`src/rtl/wb_regfile_pkg.sv`:
```
// Shared constants for the writeback register file: default widths, state and writeback-select encodings.
package wb_regfile_pkg;

  localparam int unsigned DEF_DATAPATH_WIDTH     = 64;
  localparam int unsigned DEF_REGFILE_ADDR_WIDTH = 5;

  typedef enum logic {
    RF_ST_CLEAR = 1'b0,
    RF_ST_READY = 1'b1
  } rf_state_e;

  localparam logic WB_SEL_MEM = 1'b1;
  localparam logic WB_SEL_ACC = 1'b0;

endpackage

```
`src/rtl/wb_regfile_rf_clear_seq.sv`:
```
// Post-reset clear sequencer: walks every register file entry once, then declares the file ready.
module wb_regfile_rf_clear_seq
  import wb_regfile_pkg::*;
#(
  parameter int unsigned ADDR_WIDTH = DEF_REGFILE_ADDR_WIDTH
) (
  input  logic                  clk,
  input  logic                  reset,
  output logic                  o_clr_we_c,
  output logic [ADDR_WIDTH-1:0] o_clr_addr,
  output logic                  o_rf_ready_c
);

  localparam logic [ADDR_WIDTH-1:0] LAST_ENTRY = '1;

  rf_state_e             r_state;
  rf_state_e             w_next_state;
  logic [ADDR_WIDTH-1:0] r_clr_cnt;

  // State register and sweep counter; reset restarts the sweep even mid-way.
  always_ff @(posedge clk) begin
    if (reset) begin
      r_state   <= RF_ST_CLEAR;
      r_clr_cnt <= '0;
    end else begin
      r_state <= w_next_state;
      if (r_state == RF_ST_CLEAR) begin
        r_clr_cnt <= r_clr_cnt + ADDR_WIDTH'(1);
      end
    end
  end

  // Leave CLEAR right after the last entry is written, so the counter never wraps in use.
  always_comb begin
    w_next_state = r_state;
    case (r_state)
      RF_ST_CLEAR: if (r_clr_cnt == LAST_ENTRY) w_next_state = RF_ST_READY;
      RF_ST_READY: w_next_state = RF_ST_READY;
      default:     w_next_state = RF_ST_CLEAR;
    endcase
  end

  always_comb begin
    o_clr_we_c   = 1'b0;
    o_rf_ready_c = 1'b0;
    case (r_state)
      RF_ST_CLEAR: o_clr_we_c   = 1'b1;
      RF_ST_READY: o_rf_ready_c = 1'b1;
      default:     o_clr_we_c   = 1'b0;
    endcase
  end

  assign o_clr_addr = r_clr_cnt;

endmodule

```
`src/rtl/wb_regfile.sv`:
```
// Writeback stage register file: MEM/WB result mux, 2R/1W array, post-reset clear sweep.
// Optional `WB_BYPASS_EN forwards a same-cycle writeback onto matching read ports.
module wb_regfile
  import wb_regfile_pkg::*;
#(
  parameter int unsigned DATAPATH_WIDTH     = DEF_DATAPATH_WIDTH,
  parameter int unsigned REGFILE_ADDR_WIDTH = DEF_REGFILE_ADDR_WIDTH
) (
  input  logic                          clk,
  input  logic                          reset,
  input  logic [DATAPATH_WIDTH-1:0]     mem_data_in,
  input  logic [DATAPATH_WIDTH-1:0]     accum_in,
  input  logic [REGFILE_ADDR_WIDTH-1:0] WR_addr_in,
  input  logic                          WR_en_in,
  input  logic                          wb_sel_in,
  input  logic [REGFILE_ADDR_WIDTH-1:0] rs1_addr,
  input  logic [REGFILE_ADDR_WIDTH-1:0] rs2_addr,
  output logic [DATAPATH_WIDTH-1:0]     rs1_data,
  output logic [DATAPATH_WIDTH-1:0]     rs2_data,
  output logic                          rf_ready
);

  localparam int unsigned DEPTH = 2 ** REGFILE_ADDR_WIDTH;

  logic [DATAPATH_WIDTH-1:0]     r_regs [DEPTH];
  logic                          w_clr_we;
  logic [REGFILE_ADDR_WIDTH-1:0] w_clr_addr;
  logic                          w_rf_ready;
  logic                          w_user_we;
  logic [DATAPATH_WIDTH-1:0]     w_wb_data;

  wb_regfile_rf_clear_seq #(
    .ADDR_WIDTH (REGFILE_ADDR_WIDTH)
  ) u_clear_seq (
    .clk          (clk),
    .reset        (reset),
    .o_clr_we_c   (w_clr_we),
    .o_clr_addr   (w_clr_addr),
    .o_rf_ready_c (w_rf_ready)
  );

  assign w_wb_data = (wb_sel_in == WB_SEL_MEM) ? mem_data_in : accum_in;
  assign w_user_we = w_rf_ready && WR_en_in && (WR_addr_in != '0) && !reset;
  assign rf_ready  = w_rf_ready;

  // No array reset: the sweep owns the write port until READY, keeping the array RAM-mappable.
  always_ff @(posedge clk) begin
    if (w_clr_we) begin
      r_regs[w_clr_addr] <= '0;
    end else if (w_user_we) begin
      r_regs[WR_addr_in] <= w_wb_data;
    end
  end

`ifdef WB_BYPASS_EN
  logic w_fwd1;
  logic w_fwd2;
  assign w_fwd1 = w_rf_ready && WR_en_in && (WR_addr_in == rs1_addr);
  assign w_fwd2 = w_rf_ready && WR_en_in && (WR_addr_in == rs2_addr);

  always_comb begin
    rs1_data = '0;
    rs2_data = '0;
    if (w_rf_ready && (rs1_addr != '0)) rs1_data = w_fwd1 ? w_wb_data : r_regs[rs1_addr];
    if (w_rf_ready && (rs2_addr != '0)) rs2_data = w_fwd2 ? w_wb_data : r_regs[rs2_addr];
  end
`else
  // Without forwarding a same-cycle read sees the old value; the hazard unit stalls instead.
  always_comb begin
    rs1_data = '0;
    rs2_data = '0;
    if (w_rf_ready && (rs1_addr != '0)) rs1_data = r_regs[rs1_addr];
    if (w_rf_ready && (rs2_addr != '0)) rs2_data = r_regs[rs2_addr];
  end
`endif

endmodule

```
`config.mk`:
```
export PLATFORM = sky130hd
export DESIGN_NAME = wb_regfile
export DESIGN_NICKNAME = d
export VERILOG_FILES = /design/src/rtl/wb_regfile_pkg.sv /design/src/rtl/wb_regfile_rf_clear_seq.sv /design/src/rtl/wb_regfile.sv
export SDC_FILE = /design/constraint.sdc
export NUM_CORES = 2
export LEC_CHECK = 0
export CAP_MARGIN = 20
export CORE_AREA = 2 2 423 508
export CTS_BUF_LIST = sky130_fd_sc_hd__clkbuf_8
export CTS_CLUSTER_SIZE = 28
export DETAILED_ROUTE_END_ITERATION = 8
export DIE_AREA = 0 0 425 510
export PLACE_DENSITY = 0.71
export REMOVE_ABC_BUFFERS = 1
export SLEW_MARGIN = 20
export SYNTH_ARGS = -nofsm -noshare
export SYNTH_HDL_FRONTEND = slang
export SYNTH_SLANG_ARGS = --single-unit
export TNS_END_PERCENT = 100
```
`constraint.sdc`:
```
create_clock -name clk -period 7.79 [get_ports clk]
set_input_delay 0.779 -clock clk [delete_from_list [all_inputs] [get_ports clk]]
set_output_delay 0.779 -clock clk [all_outputs]
set_load 0.03 [all_outputs]
```
Word-level counts from Yosys, hierarchy flattened. Memory sizes are Yosys's and may differ from the RTL's. Index checks and enable logic that the tools add are counted.

Memories kept: 1. Word-level logic and storage cells: 29. Bits in writable memories: 2048. Bits of input ports: 147. Output and inout bits: 129. Register bits: 6.

Memory list: r_regs (words 32, bits a word 64, rd ports 2, clocked after Yosys merged registers in 0, write ports 1, RTL line wb_regfile.sv:25) `logic [DATAPATH_WIDTH-1:0] r_regs [DEPTH];`.

Eq/ne operators: 1. Mux-type cells: 13. Add/subtract/negate cells: 1. Bitwise gates (word level): 1. Reductions and logical operators: 10.

Operators with widths (count): 2-to-1 mux 64 bit (4); OR reduction 64 bit (1); nonzero test 5 bit (3); 2-to-1 mux 1 bit (7); adder 5 x 1 -> 5 bit, second input constant (1); == test 5 bit, second input constant (1); logical AND 1 bit (5); 2-to-1 mux 5 bit (1); case mux 1 bit (2 select lines) (1); logical NOT 1 bit (1); NOT 1 bit (1).

Logic depth before layout (Yosys ltp).
Depth in word-level cells: 9. Gate-level depth with buffers: 9. Gate-level depth less buffers: 5.

Hierarchy. A second synthesis with hierarchy kept.

Cell total of the unflattened synthesis: 4719. Area, all modules: 95315.2 um2.

By module, submodules not included: wb_regfile (cells each 4694, area an instance 95043.7 um2, times used 1); wb_regfile_rf_clear_seq (cells each 25, area an instance 271.5 um2, times used 1).

Worst setup path after synthesis. No wires, ideal clock.

Kind: in2reg. Start point: input port reset. End point: memory r_regs[19][0] (netlist name) (enable). Arrival time: 7.806 ns. Required time: 7.146 ns. Stages on the path: 6. Setup slack: -0.659 ns. Cells stage by stage: and3b_1 -> buf_2 -> a21bo_2 -> buf_2 -> a22o_1 -> nor4_1.

Longest elaborated chain between the ends: 7. Elaborated cells on any way between the ends: 8. Classes of those cells: mux: 5; reduce/logical: 3.

Ends and longest elaborated chain: start: declaration (RTL line wb_regfile.sv:10) `input logic reset,`; logical NOT 1 bit * (RTL line wb_regfile.sv:43) `assign w_user_we = w_rf_ready && WR_en_in && (WR_addr_in != '0) && !reset;`; logical AND 1 bit * (RTL line wb_regfile.sv:43); 2-to-1 mux 1 bit * (RTL line wb_regfile.sv:50) `end else if (w_user_we) begin`; 2-to-1 mux 1 bit * (RTL line wb_regfile.sv:48) `if (w_clr_we) begin`; 2-to-1 mux 1 bit (implied by the code) * (RTL line wb_regfile.sv:51) `r_regs[WR_addr_in] <= w_wb_data;`; OR reduction 64 bit (no line); 2-to-1 mux 5 bit (no line) or 2-to-1 mux 1 bit (tied branches); end: declaration (RTL line wb_regfile.sv:25).

Every way passes the cells marked *; elsewhere a longest branch is shown, timed or not.

Worst setup path after layout.
Start point: register u_clear_seq.r_state. End point: output port rs2_data[57].

Longest elaborated chain between the ends: 3.

Ends and longest elaborated chain: start: declaration (RTL line wb_regfile_rf_clear_seq.sv:16) `rf_state_e r_state;`; start signal: assignment (RTL line wb_regfile_rf_clear_seq.sv:26) `r_state <= w_next_state;`; 2-to-1 mux 1 bit (RTL line wb_regfile_rf_clear_seq.sv:46) `case (r_state)`; logical AND 1 bit (RTL line wb_regfile.sv:73) `if (w_rf_ready && (rs2_addr != '0)) rs2_data = r_regs[rs2_addr];`; 2-to-1 mux 64 bit (RTL line wb_regfile.sv:73); end: declaration (RTL line wb_regfile.sv:19) `output logic [DATAPATH_WIDTH-1:0] rs2_data,`.

Every way passes these cells.

==> results_dict.tcl <==
set metrics [dict create \
    syn_to_final_growth_pct 13.4 \
    fin_skew_ns 0.0714 \
    routabilityCongestion 0.805 \
    final_nets 5244 \
    crit_path_end_kind "primary output" \
    globalRouteMet1Util_pct 32.7 \
    grt_max_degree 112 \
    syn_avg_cell_area_um2 20.4 \
    ant_nets 0 \
    htree_levels 5 \
    cap_violations 0 \
    yosys_register_bits 2054 \
    timing.rr.end "r_regs[2][32]" \
    powerDensity_nw_per_um2 208 \
    async_flop_share_pct 0 \
    fin_hold_ws_ns 0.419 \
    synth_largest_area_cell "edfxtp_1" \
    antenna_found_initial 3 \
    synth-main-ff-cell "edfxtp_1" \
    critPathMaxFanout 44 \
    fin_util_pct 50.8 \
    r2r_cells 5 \
    viasPerCell 6.78 \
    ys_types 44 \
    reg2reg_slack_ns 3.13 \
    synth_most_common_cell "edfxtp_1" \
    leakagePower_nw 31.6 \
    required_ns 7.01 \
    yosysWarningCount 0 \
    hold_viol 0 \
    cts_buffers 345 \
    setup-violations-final 0 \
    synth_compound_area_share_pct 4.84 \
    postCtsHoldBufs 0 \
    whs_path_depth 2 \
    grtUsageMet3_pct 4.76 \
    min_period_ns 6.03 \
    synth_enable_flop_cells 2048 \
    coreArea_um2 212000 \
    hold_start "reset" \
    synth_top_area_share_pct 64.9 \
    tightest_slew_ns 1.19 \
    drt_iter0_drc 7245 \
    start_util_pct 44.8 \
    clk_pin_slew_ns 0.06 \
    p_total_mw 22.3 \
    cts_resized 0 \
    placed_cell_area_um2 101000 \
    clockBufferDepth 4 \
    grt.busiest_layer "met2" \
    synthMuxAreaShare_pct 27.4 \
    timing.critical_path.buf_inv 3 \
    synth_area_leaders "edfxtp_1, mux4_2, mux2i_1" \
    synth_top_family_by_area "multiplexers" \
    r2r-start "u_clear_seq.r_state" \
    io_buffers 275 \
    worst_ep_arrival_time_ns 5.25 \
    path_cells "inv_1 > or4_4 > buf_4 > o22a_1 > o221ai_1 > clkdlybuf4s50_1" \
    hold_path_class "in -> reg" \
    vdd_drop_max_v 0.000190 \
    synth_fa_ha_area_share_pct 0.0264 \
    clock_latency_ns 1.07 \
    start_kind "flip-flop" \
    grtUsageMet2_pct 43.5 \
    crit_type "reg -> out" \
    syn-cell-area_um2 94800 \
    yosysSeqAreaShare_pct 65.0 \
    overflow 0 \
    max_freq_mhz 166 \
    whs_endpoint "u_clear_seq.o_clr_addr[1]" \
    critPathMaxStageDelay_ns 1.07 \
    postRouteWirelength_um 284000 \
    grt_use_total_pct 25.8 \
    fp.dieH_um 510 \
    cts_tree "built" \
    rsz0062_at_grt "false" \
    root_buffer "clkbuf_8" \
    grt_pass1_vias 56527 \
    dp_hpwl_um 151000 \
    synth_xor_area_share_pct 0.0277 \
    first_pass_iters 5 \
    period_share_pct 77.3 \
    crit_path_top_delay_cell "or4_4" \
    yosys-top-cells-count "edfxtp_1, mux4_2, mux2i_1, clkbuf_1, o221ai_1" \
    synthSimpleGateAreaFrac_pct 0.666 \
    synthCells 4656 \
    critical-path-top-delay-family "buffers and inverters" \
    grt_pass1_wl_um 402000 \
    wire_per_inst_um 34.9 \
    route.detailed.drc 0 \
    slew_viol_final 0 \
    io_pins 276 \
    path_depth 6 \
    fin_area_um2 107000 \
    post_cts_buffers 0 \
    vias 55170 \
    status "finished clean" \
    slew_headroom_pct 20.6 \
    cts.sinks 2054 \
    rows 185 \
    die_w_um 425 \
    die_area_um2 217000 \
    drive_gt1_share_pct 29.3 \
]
==> where the power goes <==
part	internal [mW]	switching, mW	total (mW)
registers	12.1	0.0580	12.2
clock network	4.39	4.26	8.65
logic	0.647	0.827	1.47
==> stage by stage <==
stage | instances | setup WS (ns) | setup TNS [ns]
6_report | 8139 | 1.76 | 0
5_1_grt | 8137 | 1.74 | 0
4_1_cts | 8135 | 1.72 | 0
3_5_place_dp | 7552 | 1.81 | 0
3_3_place_gp | 7551 | 1.55 | 0
2_1_floorplan | 4265 | -1.32 | -505.74
==> state kept, by name, indices dropped and copies added, names as in the netlist <==
| name | flops |
|---|---|
| r_regs | 2048 |
| u_clear_seq.o_clr_addr | 5 |
| u_clear_seq.r_state | 1 |
==> area by class of cell <==
| type | instances | area, um^2 |
|---|---|---|
| inverters | 5 | 18.8 |
| diodes | 3 | 7.51 |
| clock buffers | 355 | 4890 |
| clock inverters | 228 | 1080 |
| repair buffers | 483 | 4770 |
| multi-input cells | 2206 | 31600 |
| well taps | 2805 | 3510 |
| fillers | 16802 | 104000 |
| flip-flops and latches | 2054 | 61600 |
==> layout by cell type (no fill, tap or decap), types with 3 or more instances in the layout <==
cell type and instances:
a2111oi_0 61, a2111oi_1 3, a211oi_1 63, a21oi_1 67, a22o_1 64, a22oi_1 70
and3_1 3, buf_12 34, buf_4 174, buf_8 5, bufinv_16 6, clkbuf_8 356
clkdlybuf4s50_1 267, clkinv_1 84, clkinv_2 30, clkinvlp_4 4, dfxtp_1 6, diode_2 3
edfxtp_1 2048, inv_1 107, mux2i_1 577, mux4_2 897, nand3b_1 3, nor2_1 70
nor2_4 13, nor2b_1 3, nor3_1 4, nor3_2 19, nor4_2 6, o221ai_1 128
o22a_1 64, o22ai_1 63
==> how the worst max path moves through the flow <==
stage,start,to
6_report,u_clear_seq.r_state,rs2_data[57]
3_5_place_dp,rs1_addr[3],rs1_data[4]
4_1_cts,u_clear_seq.r_state,rs2_data[57]
5_1_grt,u_clear_seq.r_state,rs2_data[57]
3_3_place_gp,rs1_addr[3],rs1_data[5]
2_1_floorplan,WR_addr_in[4],r_regs[27][0]
==> kinds of logic (layout without fill, tap and decap cells) <==
group           after synthesis  count (layout)
simple gates                136             136
fa+ha+maj                     2               2
xor+xnor                      3               3
compound gates              589             589
other cells                   0               3
flops                      2054            2054
buf+inv                     396            1071
mux                        1476            1476
==> layer usage <==
| metal | wire length (um) | up-vias |
|---|---|---|
| met5 | 0 | - |
| met4 | 13300 | 0 |
| met3 | 27000 | 702 |
| met2 | 143000 | 3689 |
| met1 | 101000 | 29276 |
| li1 | - | 21503 |
Power figures use the tool's default switching activity.
